--- src/rtl/multi_digit_display_mux.sv ---
// Time-multiplexed seven-segment driver for NUM_DIGITS hex digits.
// It captures a frame snapshot with its sum, then scans the digits with a dwell phase and a dead phase.

module mddm_hex_dec (
    input  logic [3:0] nib_i,
    output logic [6:0] seg_o
);
    // active-low gfedcba
    always_comb begin
        seg_o = 7'h7F;
        case (nib_i)
            4'h0: seg_o = 7'b1000000;
            4'h1: seg_o = 7'b1111001;
            4'h2: seg_o = 7'b0100100;
            4'h3: seg_o = 7'b0110000;
            4'h4: seg_o = 7'b0011001;
            4'h5: seg_o = 7'b0010010;
            4'h6: seg_o = 7'b0000010;
            4'h7: seg_o = 7'b1111000;
            4'h8: seg_o = 7'b0000000;
            4'h9: seg_o = 7'b0010000;
            4'hA: seg_o = 7'b0001000;
            4'hB: seg_o = 7'b0000011;
            4'hC: seg_o = 7'b1000110;
            4'hD: seg_o = 7'b0100001;
            4'hE: seg_o = 7'b0000110;
            4'hF: seg_o = 7'b0001110;
            default: seg_o = 7'h7F;
        endcase
    end
endmodule

module multi_digit_display_mux #(
    parameter int NUM_DIGITS = 2,
    parameter int DWELL      = 4096,
    parameter int DEAD       = 16,
    parameter int SUM_W      = 4 + $clog2(NUM_DIGITS)
) (
    input  logic                    clk,
    input  logic                    reset,
    input  logic [4*NUM_DIGITS-1:0] digit_values,
    input  logic                    blank_leading,
    output logic [NUM_DIGITS-1:0]   display_select,
    output logic [6:0]              display,
    output logic [SUM_W-1:0]        sum,
    output logic                    frame_start
);
    localparam int IDX_W = (NUM_DIGITS > 1) ? $clog2(NUM_DIGITS) : 1;
    localparam int CMAX  = (DWELL > DEAD) ? DWELL : DEAD;
    localparam int CNT_W = (CMAX > 1) ? $clog2(CMAX) : 1;
    localparam logic [IDX_W-1:0] LAST_IDX  = IDX_W'(NUM_DIGITS - 1);
    localparam logic [CNT_W-1:0] DWELL_END = CNT_W'(DWELL - 1);
    localparam logic [CNT_W-1:0] DEAD_END  = CNT_W'((DEAD > 0) ? DEAD - 1 : 0);

    typedef enum logic [1:0] {ST_IDLE, ST_SHOW, ST_DEAD} state_t;

    state_t                       state_q, state_d;
    logic [IDX_W-1:0]             idx_q, idx_d, nxt_idx;
    logic [CNT_W-1:0]             cnt_q, cnt_d;
    logic [NUM_DIGITS-1:0][3:0]   snap_q;
    logic [NUM_DIGITS-1:0]        blank_q, blank_d;
    logic [SUM_W-1:0]             sum_q, sum_d;
    logic                         fs_q;
    logic                         capture;
    logic                         zero_run;
    logic [NUM_DIGITS-1:0][6:0]   seg_all;

    assign nxt_idx = (idx_q == LAST_IDX) ? '0 : idx_q + 1'b1;

    always_comb begin
        state_d = state_q;
        idx_d   = idx_q;
        cnt_d   = cnt_q;
        capture = 1'b0;
        case (state_q)
            ST_IDLE: begin
                state_d = ST_SHOW;
                idx_d   = '0;
                cnt_d   = '0;
                capture = 1'b1;
            end
            ST_SHOW: begin
                if (cnt_q == DWELL_END) begin
                    cnt_d = '0;
                    if (DEAD == 0) begin
                        idx_d   = nxt_idx;
                        capture = (nxt_idx == '0);
                    end else begin
                        state_d = ST_DEAD;
                    end
                end else begin
                    cnt_d = cnt_q + 1'b1;
                end
            end
            ST_DEAD: begin
                if (cnt_q == DEAD_END) begin
                    state_d = ST_SHOW;
                    idx_d   = nxt_idx;
                    cnt_d   = '0;
                    capture = (nxt_idx == '0);
                end else begin
                    cnt_d = cnt_q + 1'b1;
                end
            end
            default: state_d = ST_IDLE;
        endcase
    end

    // Sum and blank mask are computed from the live inputs so the capture edge latches them with the snapshot.
    always_comb begin
        sum_d    = '0;
        blank_d  = '0;
        zero_run = 1'b1;
        for (int k = 0; k < NUM_DIGITS; k++)
            sum_d = sum_d + SUM_W'(digit_values[4*k +: 4]);
        for (int k = NUM_DIGITS - 1; k >= 1; k--) begin
            zero_run   = zero_run & (digit_values[4*k +: 4] == 4'h0);
            blank_d[k] = blank_leading & zero_run;
        end
    end

    always_ff @(posedge clk or posedge reset) begin
        if (reset) begin
            state_q <= ST_IDLE;
            idx_q   <= '0;
            cnt_q   <= '0;
            snap_q  <= '0;
            blank_q <= '0;
            sum_q   <= '0;
            fs_q    <= 1'b0;
        end else begin
            state_q <= state_d;
            idx_q   <= idx_d;
            cnt_q   <= cnt_d;
            fs_q    <= capture;
            if (capture) begin
                snap_q  <= digit_values;
                blank_q <= blank_d;
                sum_q   <= sum_d;
            end
        end
    end

    for (genvar g = 0; g < NUM_DIGITS; g++) begin : g_dec
        mddm_hex_dec u_dec (
            .nib_i (snap_q[g]),
            .seg_o (seg_all[g])
        );
    end

    // Outputs depend only on registered state, so an async reset blanks them immediately.
    always_comb begin
        display_select = '1;
        display        = 7'h7F;
        if (state_q == ST_SHOW) begin
            display_select[idx_q] = 1'b0;
            if (!blank_q[idx_q])
                display = seg_all[idx_q];
        end
    end

    assign sum         = sum_q;
    assign frame_start = fs_q;
endmodule

--- config.mk ---
export PLATFORM = sky130hd
export DESIGN_NAME = multi_digit_display_mux
export DESIGN_NICKNAME = d
export VERILOG_FILES = /design/src/rtl/multi_digit_display_mux.sv
export SDC_FILE = /design/constraint.sdc
export NUM_CORES = 1
export LEC_CHECK = 0
export CORE_MARGIN = 10
export CORE_UTILIZATION = 40
export CTS_BUF_LIST = sky130_fd_sc_hd__clkbuf_16
export DETAILED_ROUTE_END_ITERATION = 8
export DONT_BUFFER_PORTS = 1
export SLEW_MARGIN = 20
export SYNTH_ARGS = -nofsm -noshare
export SYNTH_HDL_FRONTEND = slang
export SYNTH_SLANG_ARGS = --single-unit
--- constraint.sdc ---
create_clock -name clk -period 2.1 [get_ports clk]
set_input_delay 0.21 -clock clk [delete_from_list [all_inputs] [get_ports clk]]
set_output_delay 0.21 -clock clk [all_outputs]
set_load 0.005 [all_outputs]
# Yosys cells after proc, flatten, opt, wreduce, memory -nomap -nowiden
# Memories as Yosys holds them, arrays and structs flattened.
# Cells that the tools add are included.
dict set report totals {
  inputBits 11
  output_inout_bits 15
  mem_bits_ro 224
  elab_cells 51
  ff_bits 30
  n_memories 2
}
dict set report op_classes {
  n_mux 20
  n_bitwise 3
  n_eq_ne 6
  add_sub_neg 3
  magnitude_cmp 2
  n_reduce_logical 7
}
# memory depth width rd rd_clocked_by_memory_dff wr line_no
set mem_list {}
lappend mem_list {{(no name shown)} 16 7 1 0 0 11} ;# case (nib_i)
lappend mem_list {{(no name shown)} 16 7 1 0 0 11}
# cell n
set op_table {}
lappend op_table {{$pmux W12 S3} 1}
lappend op_table {{$mux W7} 4}
lappend op_table {{$mux W12} 2}
lappend op_table {{$add A12 B1 Y12 const B} 1}
lappend op_table {{$eq A12 B12 Y1 const B} 1}
lappend op_table {{$eq A12 B4 Y1 const B} 1}
lappend op_table {{$mux W1} 6}
lappend op_table {{$mux W2} 3}
lappend op_table {{$pmux W2 S3} 1}
lappend op_table {{$add A4 B4 Y5} 1}
lappend op_table {{$logic_not A4 Y1} 1}
lappend op_table {{$ne A2 B2 Y1 const B} 2}
lappend op_table {{$pmux W1 S2} 2}
lappend op_table {{$reduce_and A2 Y1} 2}
lappend op_table {{$reduce_bool A3 Y1} 1}
lappend op_table {{$eq A2 B1 Y1 const B} 1}
lappend op_table {{$eq A2 B2 Y1 const B} 1}
lappend op_table {{$logic_not A2 Y1} 1}
lappend op_table {{$lt A1 B2 Y1 const B} 1}
lappend op_table {{$not A2 Y2} 1}
lappend op_table {{$reduce_bool A2 Y1} 1}
lappend op_table {{$add A1 B1 Y1 const B} 1}
lappend op_table {{$and A1 B1 Y1} 1}
lappend op_table {{$demux W1 S1} 1}
lappend op_table {{3 further kinds} 3}

# Logic depth before layout (Yosys ltp)
# Gate-level depths: netlist (run 1).
dict set report depth {
  depth_word 6
  ltp_mapped 8
  ltp_nobuf 6
}

# Cells and area by module
# Synthesis (run 1) repeated with hierarchy kept, for this count alone.
dict set report unflattened {
  hier_cells 243
  area_unflattened_um2 2309.7
}
# mod seq_area_each_um2 n_inst cells_each area_per_inst_um2
set by_module_without_submodules {}
lappend by_module_without_submodules {multi_digit_display_mux 750.7 1 178 1760.4}
lappend by_module_without_submodules {{mddm_hex_dec at g_dec[1].u_dec} 0.0 1 32 275.3}
lappend by_module_without_submodules {{mddm_hex_dec at g_dec[0].u_dec} 0.0 1 33 274.0}

# Worst setup path after synthesis (run 1)
# No wires, ideal clock.
dict set report synth_path {
  path_kind {reg2reg}
  startpoint {register cnt_q[0]}
  endpoint {register snap_q[0] in the netlist's numbering}
  setup_ps 125
  required_time_ps 1975
  slack_ps 209
  stages_incl_launch_ff 7
  n_path_buf 1
  arrival_ps 1765
  cell_sequence {dfrtp_1 > ha_1 > and3_1 > and4_1 > a31oi_4 > buf_6 > mux2_4}
}
dict set report synth_via {
  elab_chain_len 3
}
# element line_no
set synth_lines {}
lappend synth_lines {{start: declaration} 59} ;# logic [CNT_W-1:0] cnt_q, cnt_d;
lappend synth_lines {{start signal: assignment} 134} ;# cnt_q <= cnt_d;
lappend synth_lines {{$eq A12 B4 Y1} 96} ;# if (cnt_q == DEAD_END) begin
lappend synth_lines {{$mux W1} 96}
lappend synth_lines {{$pmux W1 S2} 75} ;# case (state_q)
lappend synth_lines {{end signal: assignment} 137} ;# snap_q <= digit_values;
lappend synth_lines {{end: declaration} 60} ;# logic [NUM_DIGITS-1:0][3:0] snap_q;
# No other way between the ends.
# A chain may end at the register's enable or synchronous reset.

# Final worst setup path (run 1)
dict set report layout_path {
  startpoint {register snap_q[4] in the netlist's numbering}
  endpoint {output port display[3]}
}
dict set report layout_via {
  elab_chain_len 5
}
# element line_no
set layout_lines {}
lappend layout_lines {{$mem_v2 Z16 W7} n/a}
lappend layout_lines {{$mux W7 (implied by the code) (2 in series)} 158} ;# display = seg_all[idx_q];
lappend layout_lines {{$mux W7} 157} ;# if (!blank_q[idx_q])
lappend layout_lines {{$mux W7} 155} ;# if (state_q == ST_SHOW) begin
lappend layout_lines {{end: declaration} 44} ;# output logic [6:0] display,
# No other way between the ends. The select of a mux whose other input is x is not followed.

==> flow_metrics.py, run 1 <==
metrics = {
    "run_status": {
        "outcome": "finished, final reports clean",
    },
    "cts": {
        "htreeDepth": 2,
        "clk_pin_slew_ns": 0.05,
        "cts_tree": "yes",
        "clk_latency_ns": 0.27,
        "cts_sinks": 30,
        "cts-root-buf": "clkbuf_16",
        "cts-buffers-inserted": 5,
        "clk_path_buf_depth": 2,
    },
    "timing": {
        "period_share_pct": 95.9,
        "layout_min_cycle_time_ns": 2.01,
        "finalHoldViolations": 0,
        "max_slew_margin_pct": 68.1,
        "slew_viol_final": 0,
        "clock-skew-final_ns": 0.00605,
        "hold-worst-slack_ns": 0.0786,
        "max_freq_mhz": 497,
        "finalSetupTns_ns": 0,
        "tightestPinTransition_ns": 0.479,
        "setup_ws_ns": 0.0868,
        "setup_viol": 0,
    },
    "die": {
        "die_w_um": 97.0,
        "fp.dieH_um": 97.0,
        "pin_count": 26,
        "initial_core_util_pct": 42.0,
        "coreArea_um2": 5640,
        "rows": 27,
        "dieArea_um2": 9410,
    },
    "finish": {
        "fin_area_um2": 2750,
        "fin_nets": 293,
        "seqCellArea_um2": 754,
        "drive_gt1_share_pct": 19.2,
        "diodes": 0,
        "synthToLayoutAreaGrowth_pct": 15.8,
        "fill_cells": 524,
        "multi_input_area_um2": 1490,
    },
    "routing": {
        "drc": 0,
        "vias_per_cell": 5.71,
        "antenna_left": 0,
        "drtIter0Drc": 85,
        "num_vias": 1900,
        "first_pass_iters": 4,
        "wl_um": 5580,
        "wl_per_cell_um": 16.7,
    },
    "worst_setup_path": {
        "critPathRequiredTime_ns": 1.89,
        "end_kind": "primary output",
        "cp-start-kind": "flip-flop",
        "worstSetupPathType": "flip-flop to primary output",
        "critPathArrivalTime_ns": 1.80,
        "crit_fanout": 5,
    },
    "worst_hold_path": {
        "hp-class": "input pin to flip-flop",
    },
    "power_and_ir_drop": {
        "p_per_area_nw_per_um2": 626,
        "power_mw": 1.72,
        "vdd_ir_drop_max_uv": 437,
        "p_leak_nw": 1.28,
    },
    "grt": {
        "grt_start_max_net_pins": 31,
        "antenna_found_initial": 0,
        "grt_use_total_pct": 11.9,
        "grt_pass1_wl_um": 9720,
        "overflow": 0,
        "first_global_vias": 1915,
    },
    "synthesis": {
        "ys_top_cells_by_area": "dfrtp_1 (32%), ha_1 (11%), mux2_4 (4.4%), o2111ai_1 (4.1%), nand2_1 (3.5%)",
        "syn_inst": 251,
        "synth.avg_cell_area_um2": 9.45,
        "syn-num-nets": 284,
        "yosysUniqueCellTypes": 46,
        "yosysTopAreaCell": "dfrtp_1",
        "netlist_area_um2": 2370,
        "synth_ff_type": "dfrtp_1",
        "synth_warnings": 0,
        "synth_top_area_share_pct": 31.6,
        "synth_seq_area_share_pct": 31.6,
        "async_flop_share_pct": 100,
        "ys_ff_latch": 30,
        "synth_common_cells": "dfrtp_1 (30), nand2_1 (22), ha_1 (21)",
        "synth_enable_flop_cells": 0,
        "synth_most_common_cell": "dfrtp_1",
    },
    "placement": {
        "dpl_cell_area_um2": 2490,
        "dp_slack_ns": 0.170,
        "place_hpwl_um": 3960,
        "io_buffers": 0,
        "place_congestion": 0.795,
    },
    "run": {
        "maxCapViolations": 0,
    },
}
==> layer usage <==
| layer | wire, um | up-vias | global-route usage [%] | part of all wire [%] |
|---|---|---|---|---|
| li1 | - | 953 | - | - |
| met1 | 2740 | 899 | 16.2 | 49 |
| met2 | 2550 | 41 | 18.4 | 46 |
| met3 | 235 | 7 | 2.63 | 4.2 |
| met4 | 54 | 0 | 3.38 | 0.97 |
| met5 | 0 | - | 0 | 0 |
==> logic make-up after synthesis <==
family / synth area share [%]
compound gates: 19.7
flops: 31.6
fa+ha+maj: 11.9
xor+xnor: 0.739
simple gates: 17.2
buf+inv: 6.65
mux: 12.2
==> critical path: stages, from the launching register on <==
cell,delay [ns]
dfrtp_2,0.39
inv_1,0.10
ha_1,0.29
inv_1,0.04
mux4_2,0.46
nor3_2,0.12
o21ai_1,0.12
==> worst paths after layout <==
kind                                   end  slack (ns)  cells past startpoint           from
worst max-delay path            display[3]        0.09                      6      snap_q[4]
worst min-delay path            blank_q[1]        0.08                      2  blank_leading
worst max register to register      sum[1]        0.16                      6       cnt_q[0]
worst min register to register    cnt_q[1]        0.53                      2       cnt_q[1]
max in group asynchronous        snap_q[4]        1.33                      3          reset
min in group asynchronous        snap_q[3]        0.47                      3          reset
==> power breakdown <==
part	total, mW	internal (mW)	switching (mW)
combinational	0.160	0.0829	0.0768
clock	0.925	0.675	0.251
sequential	0.633	0.602	0.0311
==> state kept, by name (all words and copies together), names as in the netlist <==
name	count
snap_q	8
cnt_q	12
state_q	2
sum	5
blank_q	1
frame_start	1
idx_q	1
==> repair_timing <==
| item | CTS | global route |
|---|---|---|
| hold endpoints to repair | 30 | 0 |
| resized for setup | 8 | 9 |
| endpoints found under the setup margin | 6 | 6 |
| setup buffers | 0 | 3 |
| hold buffers | 1 | 0 |
| pin swaps | 0 | 2 |
==> per-stage QoR <==
| step | instances | util [%] |
|---|---|---|
| floorplan | 251 | - |
| global placement | 321 | 44.2 |
| detailed placement | 321 | 44.2 |
| CTS | 330 | 47.9 |
| global route | 333 | 48.7 |
| finish | 333 | 48.7 |
==> cell usage in the layout (no fill, tap or decap), drive strengths merged, types with 2 or more instances in the layout <==
cell type  synthesis  layout
ha                21      21
a31oi              2       2
a21oi              3       3
o211ai             8       8
o311ai             3       3
mux2i              6       6
and4               4       4
nor4               3       3
a211oi             2       2
a2111oi            5       5
inv               20      20
o21ai             14      14
bufinv             0       2
a221o              2       2
nand2             22      22
buf                8      16
nor3               6       6
nor2b              5       5
a21o               2       2
mux4               2       2
clkbuf             7       5
and2               3       3
a41oi              2       2
nand2b             3       3
mux2              14      14
nand4              4       4
nand3              9       9
nor2              13      13
and3               6       6
o2111ai           11      11
dfrtp             30      30
clkinv             1       2
==> area by class of cell <==
cell class / count / area share, %
clock buffer: 5 / 4.56
clock inverter: 3 / 2.32
multi-input combinational: 185 / 54.3
inverter: 21 / 2.87
tap: 72 / 3.28
timing repair buffer: 17 / 5.19
sequential: 30 / 27.5
(Power assumes the default switching activity.)
==> run 2, diff against run 1 <==
SLEW_MARGIN = 0   (was 20)
==> results of run 2 <==
The final DEF is identical to that of run 1; final timing and power are the same.
